$ cat src/rtl/hazard_ctrl.sv
// Pipeline hazard controller for the dual-issue core: freeze, redirect/flush and
// load-use stall arbitration, plus saturating stall/freeze/flush event counters.
module hazard_ctrl #(
    parameter int FLUSH_CYCLES = 2,
    parameter int CWIDTH       = 32
) (
    input  logic              clk,
    input  logic              rst_n,
    input  logic              hz_i_stall_lane0,
    input  logic              hz_i_stall_lane1,
    input  logic              hz_i_branch_taken,
    input  logic              hz_i_branch_lane,
    input  logic              hz_i_mem_busy,
    output logic              hz_o_pc_hold,
    output logic              hz_o_ifid_hold,
    output logic              hz_o_idex_bubble,
    output logic              hz_o_ifid_flush,
    output logic              hz_o_idex_flush,
    output logic              hz_o_ex_kill_lane1,
    output logic              hz_o_pc_redirect,
    output logic              hz_o_freeze,
    output logic [1:0]        hz_o_state,
    output logic [CWIDTH-1:0] hz_o_stall_cnt,
    output logic [CWIDTH-1:0] hz_o_freeze_cnt,
    output logic [CWIDTH-1:0] hz_o_flush_cnt
);
    localparam int LW = (FLUSH_CYCLES < 2) ? 1 : $clog2(FLUSH_CYCLES + 1);

    typedef enum logic [1:0] {RUN = 2'd0, FLUSH = 2'd1, FREEZE = 2'd2} state_t;

    state_t        state_reg, state_next, saved_state_reg, cur_state;
    logic [LW-1:0] left_reg, left_next, saved_left_reg, cur_left;
    logic          pend_reg, pend_lane_reg;
    logic          do_freeze, do_redirect, do_flush, do_stall, redirect_lane;
    logic [2:0]    cnt_inc;

    // While frozen, the state that governs the exit cycle is the one saved on entry.
    always_comb begin
        cur_state     = (state_reg == FREEZE) ? saved_state_reg : state_reg;
        cur_left      = (state_reg == FREEZE) ? saved_left_reg  : left_reg;
        redirect_lane = (state_reg == FREEZE && pend_reg) ? pend_lane_reg : hz_i_branch_lane;
        do_freeze     = rst_n && hz_i_mem_busy;
        do_redirect   = rst_n && !hz_i_mem_busy &&
                        (hz_i_branch_taken || (state_reg == FREEZE && pend_reg));
        do_flush      = rst_n && !hz_i_mem_busy && !do_redirect && (cur_state == FLUSH);
        do_stall      = rst_n && !hz_i_mem_busy && !do_redirect && (cur_state == RUN) &&
                        (hz_i_stall_lane0 || hz_i_stall_lane1);
    end

    always_comb begin
        state_next = state_reg;
        left_next  = left_reg;
        if (hz_i_mem_busy) begin
            state_next = FREEZE;
        end else if (do_redirect) begin
            state_next = (FLUSH_CYCLES > 1) ? FLUSH : RUN;
            left_next  = LW'(FLUSH_CYCLES - 1);
        end else if (cur_state == FLUSH) begin
            if (cur_left <= LW'(1)) begin
                state_next = RUN;
                left_next  = '0;
            end else begin
                state_next = FLUSH;
                left_next  = cur_left - 1'b1;
            end
        end else begin
            state_next = RUN;
            left_next  = '0;
        end
    end

    always_ff @(posedge clk or negedge rst_n) begin
        if (!rst_n) begin
            state_reg       <= RUN;
            left_reg        <= '0;
            saved_state_reg <= RUN;
            saved_left_reg  <= '0;
            pend_reg        <= 1'b0;
            pend_lane_reg   <= 1'b0;
        end else begin
            state_reg <= state_next;
            left_reg  <= left_next;
            if (hz_i_mem_busy) begin
                if (state_reg != FREEZE) begin
                    saved_state_reg <= state_reg;
                    saved_left_reg  <= left_reg;
                end
                if (hz_i_branch_taken) begin
                    pend_reg      <= 1'b1;
                    pend_lane_reg <= hz_i_branch_lane;
                end
            end else begin
                pend_reg <= 1'b0;
            end
        end
    end

    assign hz_o_pc_hold       = do_freeze || do_stall;
    assign hz_o_ifid_hold     = do_freeze || do_stall;
    assign hz_o_idex_bubble   = do_stall;
    assign hz_o_ifid_flush    = do_redirect || do_flush;
    assign hz_o_idex_flush    = do_redirect || do_flush;
    assign hz_o_ex_kill_lane1 = do_redirect && !redirect_lane;
    assign hz_o_pc_redirect   = do_redirect;
    assign hz_o_freeze        = do_freeze;
    assign hz_o_state         = state_reg;

    assign cnt_inc = {do_redirect, do_freeze, do_stall};

    genvar gi;
    generate
        for (gi = 0; gi < 3; gi++) begin : g_cnt
            logic [CWIDTH-1:0] cnt_reg;
            always_ff @(posedge clk or negedge rst_n) begin
                if (!rst_n)
                    cnt_reg <= '0;
                else if (cnt_inc[gi] && (cnt_reg != {CWIDTH{1'b1}}))
                    cnt_reg <= cnt_reg + 1'b1;
            end
        end
    endgenerate

    assign hz_o_stall_cnt  = g_cnt[0].cnt_reg;
    assign hz_o_freeze_cnt = g_cnt[1].cnt_reg;
    assign hz_o_flush_cnt  = g_cnt[2].cnt_reg;
endmodule
$ cat config.mk
export PLATFORM = sky130hd
export DESIGN_NAME = hazard_ctrl
export DESIGN_NICKNAME = d
export VERILOG_FILES = /design/src/rtl/hazard_ctrl.sv
export SDC_FILE = /design/constraint.sdc
export NUM_CORES = 1
export LEC_CHECK = 0
export CAP_MARGIN = 20
export CORE_MARGIN = 2
export CORE_UTILIZATION = 40
export DETAILED_ROUTE_END_ITERATION = 6
export PLACE_DENSITY = 0.71
export REMOVE_ABC_BUFFERS = 1
export SYNTH_ARGS = -nofsm -noshare
export SYNTH_HDL_FRONTEND = slang
export SYNTH_SLANG_ARGS = --single-unit
$ cat constraint.sdc
create_clock -name clk -period 4.5 [get_ports clk]
set_clock_uncertainty 0.1 [all_clocks]
set_input_delay 0.9 -clock clk [delete_from_list [all_inputs] [get_ports clk]]
set_output_delay 0.9 -clock clk [all_outputs]
set_load 0.02 [all_outputs]
== Word level (Yosys, flattened, before mapping) ==
Index checks and enable logic that the tools add are counted.

* Bits in registers: 106
* Output and inout bits: 106
* Logic and storage cells: 55

* Add/sub/neg operators: 4
* Order comparisons: 1
* Equality and inequality tests: 7
* Muxes and demuxes: 12
* Reduce and logical (&&, ||, !) cells: 22

{| class="wikitable"
|+ Operators by type and width
! kind !! count
|-
| $add 32x1->32 const B || 3
|-
| $ne 32x32->1 const B || 3
|-
| $mux 2 || 8
|-
| $logic_and 1x1->1 || 12
|-
| $logic_or 1x1->1 || 4
|-
| $mux 1 || 4
|-
| $ne 2x2->1 const B || 2
|-
| $reduce_and 2->1 || 2
|-
| $logic_not 1->1 || 3
|-
| $eq 2x1->1 const B || 1
|-
| $eq 2x2->1 const B || 1
|-
| $le 2x1->1 const B || 1
|-
| $logic_not 2->1 || 1
|-
| $sub 2x1->2 const B || 1
|}

== Logic depth before layout (Yosys ltp) ==
Gate-level depths: netlist of the first run.

* Depth after elaboration: 9
* Depth in mapped cells: 7

== Least setup slack after synthesis of the first run ==
OpenSTA, ideal clock, no wires.

* Path type: input-to-output
* Start: input port hz_i_mem_busy
* End: output port hz_o_pc_hold
* Data arrival time: 2.016 ns
* Slack: 1.484 ns
* Stages: 5
* Path through: nand2b_1 -> nor4_4 -> nand2_1 -> nand2_1 -> buf_4

* Word-level cells in the longest chain between the ends: 8

{| class="wikitable"
|+ RTL lines
! element !! RTL line !! RTL
|-
| start, declared || 13 || <nowiki>input logic hz_i_mem_busy,</nowiki>
|-
| $logic_not 1->1 || 43, 46 ||
|-
| $logic_and 1x1->1 || 43, 46 ||
|-
| $logic_and 1x1->1 || 43 || <nowiki>do_redirect = rst_n && !hz_i_mem_busy &&</nowiki>
|-
| $logic_not 1->1 || 46 || <nowiki>do_stall = rst_n && !hz_i_mem_busy && !do_redirect && (cur_state == RUN) &&</nowiki>
|-
| $logic_and 1x1->1 (3 in a row) || 46 ||
|-
| $logic_or 1x1->1 (*) || n/a ||
|-
| end, declared || 14 || <nowiki>output logic hz_o_pc_hold,</nowiki>
|}

Every way passes the cells marked *; elsewhere a longest branch is shown, timed or not.

== Worst setup path after layout of the first run ==
* Start: input port hz_i_mem_busy
* End: output port hz_o_idex_bubble

* Word-level cells in the longest chain between the ends: 7

{| class="wikitable"
|+ RTL lines
! element !! RTL line !! RTL
|-
| $logic_not 1->1 (*) || 43, 46 ||
|-
| $logic_and 1x1->1 (*) || 43, 46 ||
|-
| $logic_and 1x1->1 || 43 ||
|-
| $logic_not 1->1 || 46 ||
|-
| $logic_and 1x1->1 (*) (3 in a row) || 46 ||
|-
| end, declared || 16 || <nowiki>output logic hz_o_idex_bubble,</nowiki>
|}

Marked as above.

==> flow_summary_export.csv, run 1 <==
group,metric,value,unit
outcome,run_status,"completed",
setup_path,critical_path_class,"in -> out",
floorplanning,initial_core_util,41.08,%
yosys,yosysTopAreaCellShare,50.96,%
setup_path,end_kind,"output port",
clocking,clk_latency,350,ps
finish,final_nets,617,
yosys,synthCells,487,
clocking,ctsResizeCount,0,
global_route,antenna_found_initial,0,
finish,diodes,0,
clocking,cts.sinks,106,
global_route,grt-ovfl-total,0,
placement,io_buffer_count,112,
detailed_routing,routed-via-count,4171,
yosys,synth_top_area_cell,"dfrtp_1",
floorplanning,num_rows,41,
finish,drive_gt1_share,7.843,%
clocking,cts-hold-fix-buffers,0,
pwr,p_leak,2.936,nW
yosys,synthArstFlopShare,100.0,%
detailed_routing,drt_iter0_markers,182,
yosys,synth-main-ff-cell,"dfrtp_1",
job,cap_violations,0,
setup_path,cp_max_fo,9,
pwr,seqPwrFrac,49.5,%
floorplanning,die_w,118.1,microns
clocking,cts_buffers,9,
floorplanning,io_pins,113,
finish,fill_cells,1106,
timing,worstMarginPinSlew,719.3,ps
yosys,synth-edff-count,0,
worst_hold_path,holdCritStartpoint,"hz_o_stall_cnt[23]$_DFFE_PN0P_",
pwr,p_comb_share,17.9,%
detailed_routing,wire_per_inst,15.74,microns
setup_path,worstRegToRegCells,6,
finish,syn_to_final_growth,30.87,%
timing,hold_viol,0,
timing,drv_slew,0,
yosys,synth_area_leaders,"dfrtp_1 (51%), xnor2_1 (7.1%), xor2_1 (6.7%)",
detailed_routing,first_pass_iters,4,
floorplanning,die_area,13940,sq um
placement,gp_congestion,0.8297,
worst_hold_path,hold_path.class,"reg -> reg",
setup_path,r2r-end,"hz_o_freeze_cnt[4]$_DFFE_PN0P_",
worst_hold_path,whs_path_depth,1,
detailed_routing,avgViaCountPerCell,5.320,
pwr,p_switching,0.6918,mW
pwr,powerDensity,336.4,nW/um^2
yosys,synth_warnings,0,
yosys,synth.distinct_cells,51,
detailed_routing,drc,0,
pwr,vdd_drop_max,0.1859,mV
placement,hpwl,9118,microns
pwr,swShare,30.19,%
timing,relSlewSlack,51.68,%
clocking,max-clock-path-buffers,2,
placement,post-place-cells,768,
floorplanning,coreArea,12670,sq um
setup_path,startpoint_type,"input port",
worst_hold_path,min_to,"hz_o_stall_cnt[23]$_DFFE_PN0P_",
clocking,htreeDepth,3,
finish,regArea,2653,sq um
clocking,path_clk_slew,70,ps
global_route,grt_max_degree,54,
timing,finalCritPeriodShare,91.33,%
pwr,p_clk_share,32.6,%
setup_path,crit_required,3500,ps
clocking,cts_tree,"yes",
clocking,cts_setup_buffers,0,
global_route,grt_pass1_wl,20670,microns
global_route,first_global_vias,4127,
finish,multiInputGateArea,2460,sq um
yosys,netlist_area,5205,sq um
timing,setup_viol,0,
timing,max_freq,243.3,MHz
finish,stdcell_count,784,
clocking,cts_root_buf,"clkbuf_16",
timing,min_period,4110,ps
timing,rsz0062_at_grt,"false",
setup_path,reg2reg_slack,2120,ps
floorplanning,die_y,118.1,microns
yosys,ys_ff_latch,106,
yosys,avgSynthCellArea,10.69,sq um
setup_path,worstPathArrival,3110,ps
timing,final.setup.tns,0,ps
detailed_routing,ant_nets,0,
global_route,track_usage,18.01,%
detailed_routing,drt-total-wl,12340,microns
pwr,p_int,1.599,mW
yosys,yosysSeqAreaShare,50.96,%
setup_path,r2r_start,"hz_o_freeze_cnt[0]$_DFFE_PN0P_",
==> stage by stage <==
stage / utilization, % / power, mW / setup slack [ps] / hold WS [ps] / cell area (sq um)
after floorplan: - / 1.331 / 1559 / 370.8 / 5169
after global placement: 51.56 / 1.553 / 449.4 / 383.9 / 6533
after detailed placement: 51.56 / 1.567 / 374.6 / 381.4 / 6533
after CTS: 53.76 / 2.317 / 377.8 / 393.5 / 6812
after global routing: 53.76 / 2.398 / 187.1 / 400.9 / 6812
final: 53.76 / 2.291 / 390.2 / 393.3 / 6812
==> worst max-delay path, cell delays in order <==
cell and delay [ps]:
clkdlybuf4s50_1 420, nand2b_1 210, nor4_4 370, nand2_1 310, inv_1 250, clkdlybuf4s50_1 650
==> Yosys cell counts, drive strengths merged (3+ instances only) <==
cell type,count
and2,6
mux2,6
nor3,32
ha,3
a21oi,10
and4,5
buf,4
nand2,41
xnor2,42
o21a,3
nor4,11
nor2,30
and3,14
nor2b,4
inv,15
clkbuf,3
xor2,40
dfrtp,106
or2,3
nor4b,3
a31oi,5
nor3b,6
nand4,40
mux2i,5
nand3,29
==> worst max-delay path by stage <==
stage / start / endpoint / slack [ps] / cells past startpoint
2_1_floorplan: hz_i_mem_busy / hz_o_ifid_hold / 1560 / 4
3_3_place_gp: hz_i_mem_busy / hz_o_idex_bubble / 450 / 6
3_5_place_dp: hz_i_mem_busy / hz_o_idex_bubble / 370 / 6
4_1_cts: hz_i_mem_busy / hz_o_idex_bubble / 380 / 6
5_1_grt: hz_i_mem_busy / hz_o_idex_bubble / 190 / 6
6_report: hz_i_mem_busy / hz_o_idex_bubble / 390 / 6
==> power groups by stage <==
stage,clock network (mW),logic (mW),registers [mW]
3_3_place_gp,0,0.404,1.15
4_1_cts,0.766,0.417,1.13
3_5_place_dp,0,0.416,1.15
2_1_floorplan,0,0.127,1.20
6_report,0.746,0.410,1.14
5_1_grt,0.808,0.443,1.15
==> cell families (layout without fill, tap and decap cells) <==
| group | after synthesis | after routing | synth area share [%] |
|---|---|---|---|
| and+or+nand+nor | 233 | 233 | 25.96 |
| DFF | 106 | 106 | 50.96 |
| xor gates and xnor gates | 82 | 82 | 13.80 |
| AOI/OAI and AO/OA | 30 | 30 | 4.519 |
| buffers and inverters | 22 | 147 | 1.779 |
| muxes | 11 | 11 | 2.260 |
| adders and majority gates | 3 | 3 | 0.7212 |
==> routing by layer <==
| layer | wire, microns | track usage (%) | up-vias | part of all wire, % |
|---|---|---|---|---|
| li1 | - | - | 1981 | - |
| met1 | 5697 | 24.43 | 2058 | 46 |
| met2 | 5800 | 28.83 | 121 | 47 |
| met3 | 702 | 4.457 | 11 | 5.7 |
| met4 | 135 | 4.669 | 0 | 1.1 |
| met5 | 0 | 0 | - | 0 |
==> area by class of cell <==
cell class	instances	share of cell area, %
Inverter	15	0.8266
Clock inverter	7	0.7899
Clock buffer	9	3.306
Multi-Input combinational cell	359	36.11
Timing Repair Buffer	116	16.86
Tap cell	172	3.159
Sequential cell	106	38.94
==> cells in the final DEF (no fill, tap or decap), types with 6 or more instances in the layout <==
| cell type | n |
|---|---|
| clkbuf_16 | 9 |
| clkdlybuf4s50_1 | 111 |
| nand3_1 | 28 |
| nor2_1 | 30 |
| nor3b_1 | 6 |
| and2_1 | 6 |
| nand4_1 | 38 |
| xnor2_1 | 42 |
| mux2_2 | 6 |
| nand2_1 | 41 |
| a21oi_1 | 10 |
| nor3_1 | 30 |
| and3_1 | 14 |
| dfrtp_1 | 106 |
| inv_1 | 15 |
| xor2_1 | 40 |
(Power assumes the default switching activity.)
==> inputs of run 2 (changes only) <==
- CAP_MARGIN: 20 -> default
==> results of run 2 <==
Final layout, timing and power as in run 1 (identical DEF).
